--- config.mk ---
export PLATFORM = sky130hd
export DESIGN_NAME = rx_audio_frame_rd_flat
export DESIGN_NICKNAME = d
export VERILOG_FILES = /design/src/rtl/rx_audio_frame_rd_if.sv /design/src/rtl/rx_audio_frame_rd.sv /design/src/flat_wrapper.sv
export SDC_FILE = /design/constraint.sdc
export NUM_CORES = 1
export LEC_CHECK = 0
export BUFFER_PORTS_ARGS = -buffer_cell sky130_fd_sc_hd__buf_2
export CORE_MARGIN = 3
export CORE_UTILIZATION = 30
export DETAILED_ROUTE_END_ITERATION = 6
export GPL_TIMING_DRIVEN = 0
export SKIP_CTS_REPAIR_TIMING = 1
export SYNTH_ARGS = -nofsm -noshare
export SYNTH_HDL_FRONTEND = slang
export SYNTH_SLANG_ARGS = --single-unit
export TNS_END_PERCENT = 20
--- constraint.sdc ---
create_clock -name cpu_clk -period 8.5 [get_ports cpu_clk]
set_input_delay 0.85 -clock cpu_clk [delete_from_list [all_inputs] [get_ports cpu_clk]]
set_output_delay 0.85 -clock cpu_clk [all_outputs]
set_load 0.01 [all_outputs]
--- src/rtl/rx_audio_frame_rd_if.sv ---
// Word stream from the rx frame reader to the SPI transfer logic.
// The master drives data/valid/last and the slave answers with ready.
interface rx_audio_frame_rd_if;
    logic [15:0] data;
    logic        valid;
    logic        ready;
    logic        last;

    modport master (output data, output valid, output last, input ready);
    modport slave  (input data, input valid, input last, output ready);
endinterface

--- src/rtl/rx_audio_frame_rd.sv ---
// Drains one rx sample-buffer frame per frame_inc: IQ words to the stream, then 3 tick words and 1 counter word.
// Optional macro RX_FRAME_SEQ_CHECK_EN builds the buffer-counter continuity check driving seq_err.
module rx_audio_frame_rd #(
    parameter int RXBUF_FRAMES = 8,
    parameter int CNT_W        = 4
) (
    input  logic                cpu_clk,
    input  logic                reset_n,
    input  logic [15:0]         nrx_samps,
    input  logic [3:0]          nrx_chans,
    input  logic                run,
    input  logic                frame_inc,
    output logic                buf_rd,
    input  logic [15:0]         buf_dout,
    rx_audio_frame_rd_if.master m,
    output logic [47:0]         ticks,
    output logic                ticks_valid,
    output logic [15:0]         buf_ctr,
    output logic                seq_err,
    output logic                overflow,
    input  logic                clr_err,
    output logic [CNT_W-1:0]    frames_avail
);
    typedef enum logic [2:0] {IDLE, IQ, TS, CTR, DONE} state_t;
    typedef enum logic [2:0] {TAG_NONE, TAG_IQ, TAG_IQL, TAG_T0, TAG_T1, TAG_T2, TAG_CTR} tag_t;

    state_t           state_q, state_d;
    tag_t             rd_tag_q, rd_tag_d;
    logic [20:0]      nwords_q, nwords_d, rd_cnt_q, rd_cnt_d, nwords_calc;
    logic [1:0]       ts_cnt_q, ts_cnt_d;
    logic [15:0]      out_data_q, out_data_d, skid_data_q, skid_data_d;
    logic             out_valid_q, out_valid_d, out_last_q, out_last_d;
    logic             skid_valid_q, skid_valid_d, skid_last_q, skid_last_d;
    logic [47:0]      ticks_q, ticks_d;
    logic             ticks_valid_q, ticks_valid_d;
    logic [15:0]      buf_ctr_q, buf_ctr_d;
    logic             overflow_q, overflow_d, ovf_set;
    logic [CNT_W-1:0] frames_q, frames_d;
    logic             pop, push, push_last, iq_pend;
    logic [2:0]       credit;

    assign nwords_calc = 21'(nrx_samps) * 21'(nrx_chans) * 21'd3;

    // Each read is tagged so the word returning next cycle is routed without extra counters.
    assign pop       = out_valid_q && m.ready;
    assign push      = (rd_tag_q == TAG_IQ) || (rd_tag_q == TAG_IQL);
    assign push_last = (rd_tag_q == TAG_IQL);
    assign iq_pend   = push;
    assign credit    = {2'b00, out_valid_q} + {2'b00, skid_valid_q} + {2'b00, iq_pend};

    always_comb begin
        state_d       = state_q;
        rd_tag_d      = TAG_NONE;
        nwords_d      = nwords_q;
        rd_cnt_d      = rd_cnt_q;
        ts_cnt_d      = ts_cnt_q;
        buf_rd        = 1'b0;
        out_data_d    = out_data_q;
        out_valid_d   = out_valid_q;
        out_last_d    = out_last_q;
        skid_data_d   = skid_data_q;
        skid_valid_d  = skid_valid_q;
        skid_last_d   = skid_last_q;
        ticks_d       = ticks_q;
        ticks_valid_d = 1'b0;
        buf_ctr_d     = buf_ctr_q;
        frames_d      = frames_q;
        ovf_set       = 1'b0;

        case (state_q)
            IDLE: begin
                if (run && (frames_q != '0)) begin
                    nwords_d = nwords_calc;
                    rd_cnt_d = '0;
                    ts_cnt_d = '0;
                    state_d  = (nwords_calc == '0) ? TS : IQ;
                end
            end
            IQ: begin
                if (credit < (3'd2 + {2'b00, pop})) begin
                    buf_rd   = 1'b1;
                    rd_cnt_d = rd_cnt_q + 21'd1;
                    if (rd_cnt_q == nwords_q - 21'd1) begin
                        rd_tag_d = TAG_IQL;
                        state_d  = TS;
                    end else begin
                        rd_tag_d = TAG_IQ;
                    end
                end
            end
            TS: begin
                // Tick reads wait for the stream to empty so they never overtake IQ words.
                if (!out_valid_q && !skid_valid_q && !iq_pend) begin
                    buf_rd   = 1'b1;
                    ts_cnt_d = ts_cnt_q + 2'd1;
                    case (ts_cnt_q)
                        2'd0:    rd_tag_d = TAG_T0;
                        2'd1:    rd_tag_d = TAG_T1;
                        default: begin
                            rd_tag_d = TAG_T2;
                            state_d  = CTR;
                        end
                    endcase
                end
            end
            CTR: begin
                buf_rd   = 1'b1;
                rd_tag_d = TAG_CTR;
                state_d  = DONE;
            end
            DONE:    state_d = IDLE;
            default: state_d = IDLE;
        endcase

        case (rd_tag_q)
            TAG_T0:  ticks_d[15:0]  = buf_dout;
            TAG_T1:  ticks_d[31:16] = buf_dout;
            TAG_T2: begin
                ticks_d[47:32] = buf_dout;
                ticks_valid_d  = 1'b1;
            end
            TAG_CTR: buf_ctr_d = buf_dout;
            default: ;
        endcase

        // Output register is the FIFO head; the skid entry catches the word in flight during a stall.
        if (!out_valid_q || pop) begin
            if (skid_valid_q) begin
                out_data_d   = skid_data_q;
                out_valid_d  = 1'b1;
                out_last_d   = skid_last_q;
                skid_valid_d = push;
                skid_data_d  = buf_dout;
                skid_last_d  = push_last;
            end else begin
                out_valid_d = push;
                out_data_d  = push ? buf_dout : out_data_q;
                out_last_d  = push && push_last;
            end
        end else if (push) begin
            skid_valid_d = 1'b1;
            skid_data_d  = buf_dout;
            skid_last_d  = push_last;
        end

        if (frame_inc && (state_q != DONE)) begin
            if (frames_q == CNT_W'(RXBUF_FRAMES)) begin
                ovf_set = 1'b1;
            end else begin
                frames_d = frames_q + CNT_W'(1);
            end
        end else if (!frame_inc && (state_q == DONE)) begin
            frames_d = frames_q - CNT_W'(1);
        end
        overflow_d = ovf_set | (overflow_q & ~clr_err);
    end

    always_ff @(posedge cpu_clk) begin
        if (!reset_n) begin
            state_q       <= IDLE;
            rd_tag_q      <= TAG_NONE;
            nwords_q      <= '0;
            rd_cnt_q      <= '0;
            ts_cnt_q      <= '0;
            out_data_q    <= '0;
            out_valid_q   <= 1'b0;
            out_last_q    <= 1'b0;
            skid_data_q   <= '0;
            skid_valid_q  <= 1'b0;
            skid_last_q   <= 1'b0;
            ticks_q       <= '0;
            ticks_valid_q <= 1'b0;
            buf_ctr_q     <= '0;
            overflow_q    <= 1'b0;
            frames_q      <= '0;
        end else begin
            state_q       <= state_d;
            rd_tag_q      <= rd_tag_d;
            nwords_q      <= nwords_d;
            rd_cnt_q      <= rd_cnt_d;
            ts_cnt_q      <= ts_cnt_d;
            out_data_q    <= out_data_d;
            out_valid_q   <= out_valid_d;
            out_last_q    <= out_last_d;
            skid_data_q   <= skid_data_d;
            skid_valid_q  <= skid_valid_d;
            skid_last_q   <= skid_last_d;
            ticks_q       <= ticks_d;
            ticks_valid_q <= ticks_valid_d;
            buf_ctr_q     <= buf_ctr_d;
            overflow_q    <= overflow_d;
            frames_q      <= frames_d;
        end
    end

`ifdef RX_FRAME_SEQ_CHECK_EN
    logic [15:0] exp_ctr_q, exp_ctr_d;
    logic        seq_err_q, seq_err_d, seq_set;

    // In DONE the counter word is on buf_dout, landing in buf_ctr at the same edge.
    always_comb begin
        exp_ctr_d = exp_ctr_q;
        seq_set   = 1'b0;
        if (state_q == DONE) begin
            seq_set   = (buf_dout != exp_ctr_q);
            exp_ctr_d = buf_dout + 16'd1;
        end
        seq_err_d = seq_set | (seq_err_q & ~clr_err);
    end

    always_ff @(posedge cpu_clk) begin
        if (!reset_n) begin
            exp_ctr_q <= '0;
            seq_err_q <= 1'b0;
        end else begin
            exp_ctr_q <= exp_ctr_d;
            seq_err_q <= seq_err_d;
        end
    end

    assign seq_err = seq_err_q;
`else
    assign seq_err = 1'b0;
`endif

    assign m.data       = out_data_q;
    assign m.valid      = out_valid_q;
    assign m.last       = out_last_q;
    assign ticks        = ticks_q;
    assign ticks_valid  = ticks_valid_q;
    assign buf_ctr      = buf_ctr_q;
    assign overflow     = overflow_q;
    assign frames_avail = frames_q;
endmodule
--- src/flat_wrapper.sv ---
// flat-port wrapper written by rule: the top's interface ports become plain ports
module rx_audio_frame_rd_flat 
#(
    parameter int RXBUF_FRAMES = 8,
    parameter int CNT_W        = 4
)
  (cpu_clk, reset_n, nrx_samps, nrx_chans, run, frame_inc, buf_rd, buf_dout, ticks, ticks_valid, buf_ctr, seq_err, overflow, clr_err, frames_avail, m_data, m_valid, m_last, m_ready);
  rx_audio_frame_rd_if m_i ();
  input  logic cpu_clk;
  input  logic reset_n;
  input  logic [15:0] nrx_samps;
  input  logic [3:0] nrx_chans;
  input  logic run;
  input  logic frame_inc;
  output logic buf_rd;
  input  logic [15:0] buf_dout;
  output logic [47:0] ticks;
  output logic ticks_valid;
  output logic [15:0] buf_ctr;
  output logic seq_err;
  output logic overflow;
  input  logic clr_err;
  output logic [CNT_W-1:0] frames_avail;
  output wire logic [$bits(m_i.data)-1:0] m_data;
  output wire logic [$bits(m_i.valid)-1:0] m_valid;
  output wire logic [$bits(m_i.last)-1:0] m_last;
  input wire logic [$bits(m_i.ready)-1:0] m_ready;
  assign m_data = m_i.data;
  assign m_valid = m_i.valid;
  assign m_last = m_i.last;
  assign m_i.ready = m_ready;
  rx_audio_frame_rd #(.RXBUF_FRAMES(RXBUF_FRAMES), .CNT_W(CNT_W)) u_core (.cpu_clk(cpu_clk), .reset_n(reset_n), .nrx_samps(nrx_samps), .nrx_chans(nrx_chans), .run(run), .frame_inc(frame_inc), .buf_rd(buf_rd), .buf_dout(buf_dout), .m(m_i), .ticks(ticks), .ticks_valid(ticks_valid), .buf_ctr(buf_ctr), .seq_err(seq_err), .overflow(overflow), .clr_err(clr_err), .frames_avail(frames_avail));
endmodule
==> Yosys cells after proc, flatten, opt, wreduce, memory -nomap -nowiden <==
Cells that the tools add are included.
{ "word_totals": {"register_bits": 156, "input_bits": 42, "output_inout_bits": 90, "elab_cells": 122} }
{ "op_classes": {"addsub": 8, "n_mul": 2, "magnitude_cmp": 1, "n_eq_ne": 21, "n_mux": 39, "bitwise": 3, "reduce_logical": 30} }
{ "op_table": {"columns": ["op", "count"], "rows": [
  ["$mux 16", 4],
  ["$mux 21", 2],
  ["$pmux 21 s2", 1],
  ["$add 21x1->21 const B", 1],
  ["$eq 21x21->1", 1],
  ["$logic_not 21->1", 1],
  ["$mul 20x2->21 const B", 1],
  ["$mux 3", 7],
  ["$sub 21x1->21 const B", 1],
  ["$mul 16x4->20", 1],
  ["$mux 1", 13],
  ["$eq 3x2->1 const B", 4],
  ["$eq 3x3->1 const B", 4],
  ["$mux 4", 3],
  ["$pmux 3 s4", 1],
  ["$ne 2x1->1 const B", 5],
  ["$reduce_bool 2->1", 5],
  ["$pmux 3 s3", 1],
  ["$mux 2", 4],
  ["$reduce_and 2->1", 4],
  ["$logic_and 1x1->1", 7],
  ["$eq 3x1->1 const B", 2],
  ["$pmux 3 s2", 1],
  ["$reduce_and 3->1", 2],
  ["23 further kinds", 28]
]} }

==> Longest topological paths before layout <==
{ "logic_depth": {"ltp_word": 6, "ltp_mapped": 26, "depth_no_buf": 25} }

==> Worst setup path after synthesis <==
Ideal clock, no wire load.
{ "synth_timing": {"path_type": "input port to flip-flop", "from": "in nrx_chans[3]", "to": "reg u_core.state_q[1]", "setup_ps": 70, "t_arrival_ps": 6639, "t_required_ps": 8430, "setup_slack_ps": 1791, "path_stages": 24, "path_buffers": 2, "cell_sequence": "clkbuf_1 nand2_1 fa_1 fa_1 inv_1 fa_1 a21o_1 a21oi_1 o21bai_1 a21oi_1 o21ai_0 a21oi_1 o21bai_1 a21oi_1 xnor2_1 ha_1 clkbuf_1 nand3_1 o41ai_1 a31oi_1 xnor2_1 or4_1 or4b_1 a21oi_1"} }
{ "synth_via": {"elab_chain_cells": 6} }
{ "synth_lines": {"columns": ["item", "line_no", "rtl"], "rows": [
  ["from (decl)", "flat_wrapper.sv:12", "input logic [3:0] nrx_chans;"],
  ["$mul 16x4->20", "rx_audio_frame_rd.sv:42", "assign nwords_calc = 21'(nrx_samps) * 21'(nrx_chans) * 21'd3;"],
  ["$mul 20x2->21", "rx_audio_frame_rd.sv:42", null],
  ["$logic_not 21->1", "rx_audio_frame_rd.sv:76", "state_d = (nwords_calc == '0) ? TS : IQ;"],
  ["$mux 2", "rx_audio_frame_rd.sv:76", null],
  ["$mux 3", "rx_audio_frame_rd.sv:72", "if (run && (frames_q != '0)) begin"],
  ["$pmux 3 s4", "rx_audio_frame_rd.sv:70", "case (state_q)"],
  ["to (signal assigned)", "rx_audio_frame_rd.sv:177", "state_q <= state_d;"],
  ["to (decl)", "rx_audio_frame_rd.sv:27", "state_t state_q, state_d;"]
]} }
No other way between the ends. The select of a mux whose other input is x is not followed.
A chain may end at the register's enable or synchronous reset.

==> Final worst setup path <==
Same ends and word-level chain as after synthesis.

==> flow_metrics.tcl <==
set metrics [dict create \
    status "complete, no violations" \
    cts_buffers 17 \
    synthCells 1236 \
    async_reset_ff_share_pct 0 \
    clock_skew_ns 0.0164 \
    synth_area_sq_um 9800 \
    hold_violations 0 \
    slew_headroom_pct 10.5 \
    detail_route.iter0.violations 458 \
    min_path_type "flop to flop" \
    first_pass_iters 5 \
    slowest_stage "o41ai_1" \
    crit_path_end_kind "flop" \
    critical_path_class "input port to flop" \
    arrival_ns 7.84 \
    syn_nets 1365 \
    cts_root_buf "clkbuf_16" \
    vias 8766 \
    routed-wl-met3_microns 861 \
    highest_layer "met4" \
    critPathLaunchType "input port" \
    cts_tree "done" \
    area_growth_pct 18.5 \
    ys_seq_area_share_pct 31.9 \
    setup_tns_ns 0 \
    ys_ff_latch 156 \
    yosys.area.top_type_share_pct 31.9 \
    grt_antenna_before_repair 0 \
    synthDistinctLibCells 64 \
    layout.nets 1514 \
    initial_core_util_pct 30.7 \
    leakagePower_nw 4.86 \
    met1Wirelength_microns 12400 \
    cpMostUsedCell "a21oi_1" \
    overflow 0 \
    grt_max_degree 20 \
    ys_warn_count 0 \
    num_antenna_cells 0 \
    die_w_microns 187 \
    timing.final.crit_share_pct 88.1 \
    wl_per_cell_microns 14.5 \
    route.detailed.drc 0 \
    worst_pin_slew_ns 1.33 \
    htree_levels 4 \
    gp_congestion 0.881 \
    path_buf_inv 4 \
    grt_pass1_vias 8635 \
    hpwl_microns 21000 \
    maxSlewViolCount 0 \
    power.density_nw_per_um2 269 \
    pin_count 132 \
    worst_path_largest_cell_delay_ns 0.72 \
    post-route-min-period_ns 7.49 \
    coreArea_sq_um 31900 \
    clockBufferDepth 2 \
    path_clk_slew_ns 0.07 \
    rsz0062_at_grt "no" \
    dieArea_sq_um 34900 \
    grt_pass1_wl_microns 44100 \
    synth_area_leaders "dfxtp_1, nand2_1, ha_1" \
    clock.fmax_mhz 134 \
    cp.required_ns 8.85 \
    power.total_mw 3.12 \
    clk_latency_ns 0.43 \
    portBuffers 130 \
    num_rows 65 \
    synthTopCellsByCount "nand2_1, dfxtp_1, a21oi_1" \
    yosysMostFrequentCell "nand2_1" \
    path_delay_family "compound AO/OA/AOI/OAI gates" \
    drt_wl_total_microns 26500 \
    cp_max_fo 10 \
    antenna_left 0 \
    drv_cap 0 \
    drive_gt1_share_pct 12.6 \
    synth_area_leader_cell "dfxtp_1" \
    die-height_microns 187 \
    grt_usage_pct 15.2 \
    synth-main-ff-cell "dfxtp_1" \
    vias_per_cell 4.78 \
    syn_avg_cell_area_sq_um 7.93 \
    ir_worst_vdd_mv 0.127 \
    wl_met2_microns 12600 \
    clock_sinks 156 \
    synth_edf_count 0 \
    setup_viol 0 \
]
[where the power goes]
part | switching (mW) | internal, mW | total, mW
registers | 0.0574 | 0.774 | 0.832
logic | 0.894 | 0.620 | 1.51
clock network | 0.372 | 0.402 | 0.775
[worst register-to-register path: stages, from the launching register on]
cell and delay [ns]:
dfxtp_1 0.33, clkbuf_1 0.33, xnor2_1 0.11, nor2_1 0.22, inv_1 0.16, fa_1 0.51
a31oi_1 0.17, nor3_1 0.32, o21a_1 0.26, nand4_1 0.31, nor4_1 0.65, nand3_1 0.18
xor2_1 0.16, nor2_1 0.05
[layer usage]
layer	up-vias	track usage [%]
met5	-	0
met3	39	2.33
li1	4473	-
met2	168	26.3
met1	4086	19.4
met4	0	4.91
[cell type report]
type,count,area (sq um)
well taps,435,544
clock inverters,15,189
fillers,3332,20300
repair buffers,130,651
plain buffers,63,240
flip-flops and latches,156,3120
multi-input cells,944,6160
clock buffers,17,425
inverters,73,274
[metrics by stage]
step / area, sq um / utilization (%) / hold slack (ns) / worst slack, ns / instances
2_1_floorplan: 9800 / - / 0.449 / 1.79 / 1236
3_3_place_gp: 11000 / 34.5 / 0.440 / 0.643 / 1801
3_5_place_dp: 11000 / 34.5 / 0.446 / 0.586 / 1801
4_1_cts: 11600 / 36.4 / 0.456 / 1.01 / 1833
5_1_grt: 11600 / 36.4 / 0.476 / 0.397 / 1833
6_report: 11600 / 36.4 / 0.455 / 1.01 / 1833
[final timing paths]
check,from,depth (start not counted),endpoint,slack [ns]
worst max register to register,u_core.rd_tag_q[0],13,u_core.rd_cnt_q[17],4.63
worst min register to register,u_core.ticks[3],2,u_core.ticks[3],0.46
worst min-delay path,u_core.ticks[3],2,u_core.ticks[3],0.46
worst max-delay path,nrx_chans[3],25,u_core.state_q[1],1.01
[cells by family after synthesis]
group	after synthesis	share of synthesized area, %
compound gates	244	15.1
other cells	1	0.0383
buf+inv	136	5.25
fa+ha+maj	87	13.5
xor+xnor	81	7.24
mux	36	3.68
simple gates	495	23.4
flops	156	31.9
[cells in the final DEF, fill, tap and decap left out, drive strengths merged, types with 6 or more instances in the layout]
| cell type | n |
|---|---|
| nand2 | 206 |
| dfxtp | 156 |
| buf | 132 |
| a21oi | 126 |
| nor2 | 125 |
| inv | 80 |
| clkbuf | 78 |
| ha | 56 |
| xnor2 | 53 |
| and2 | 44 |
| mux2i | 36 |
| fa | 31 |
| o21ai | 29 |
| xor2 | 28 |
| a211oi | 27 |
| nand3 | 24 |
| nor3 | 16 |
| nand4 | 10 |
| or3 | 10 |
| a21o | 9 |
| nand2b | 8 |
| nor4 | 8 |
| clkinv | 8 |
| o21bai | 7 |
| nand3b | 7 |
| or4 | 7 |
| and3 | 6 |
[registers in the layout, indices dropped and copies added (netlist names)]
register / count
u_core.buf_ctr: 16
u_core.frames_avail: 4
u_core.m.data: 16
u_core.m.last: 1
u_core.m.valid: 1
u_core.nwords_q: 21
u_core.overflow: 1
u_core.rd_cnt_q: 21
u_core.rd_tag_q: 3
u_core.skid_data_q: 16
u_core.skid_last_q: 1
u_core.skid_valid_q: 1
u_core.state_q: 3
u_core.ticks: 48
u_core.ticks_valid: 1
u_core.ts_cnt_q: 2
Note: power is estimated with default switching activity, not from simulation.
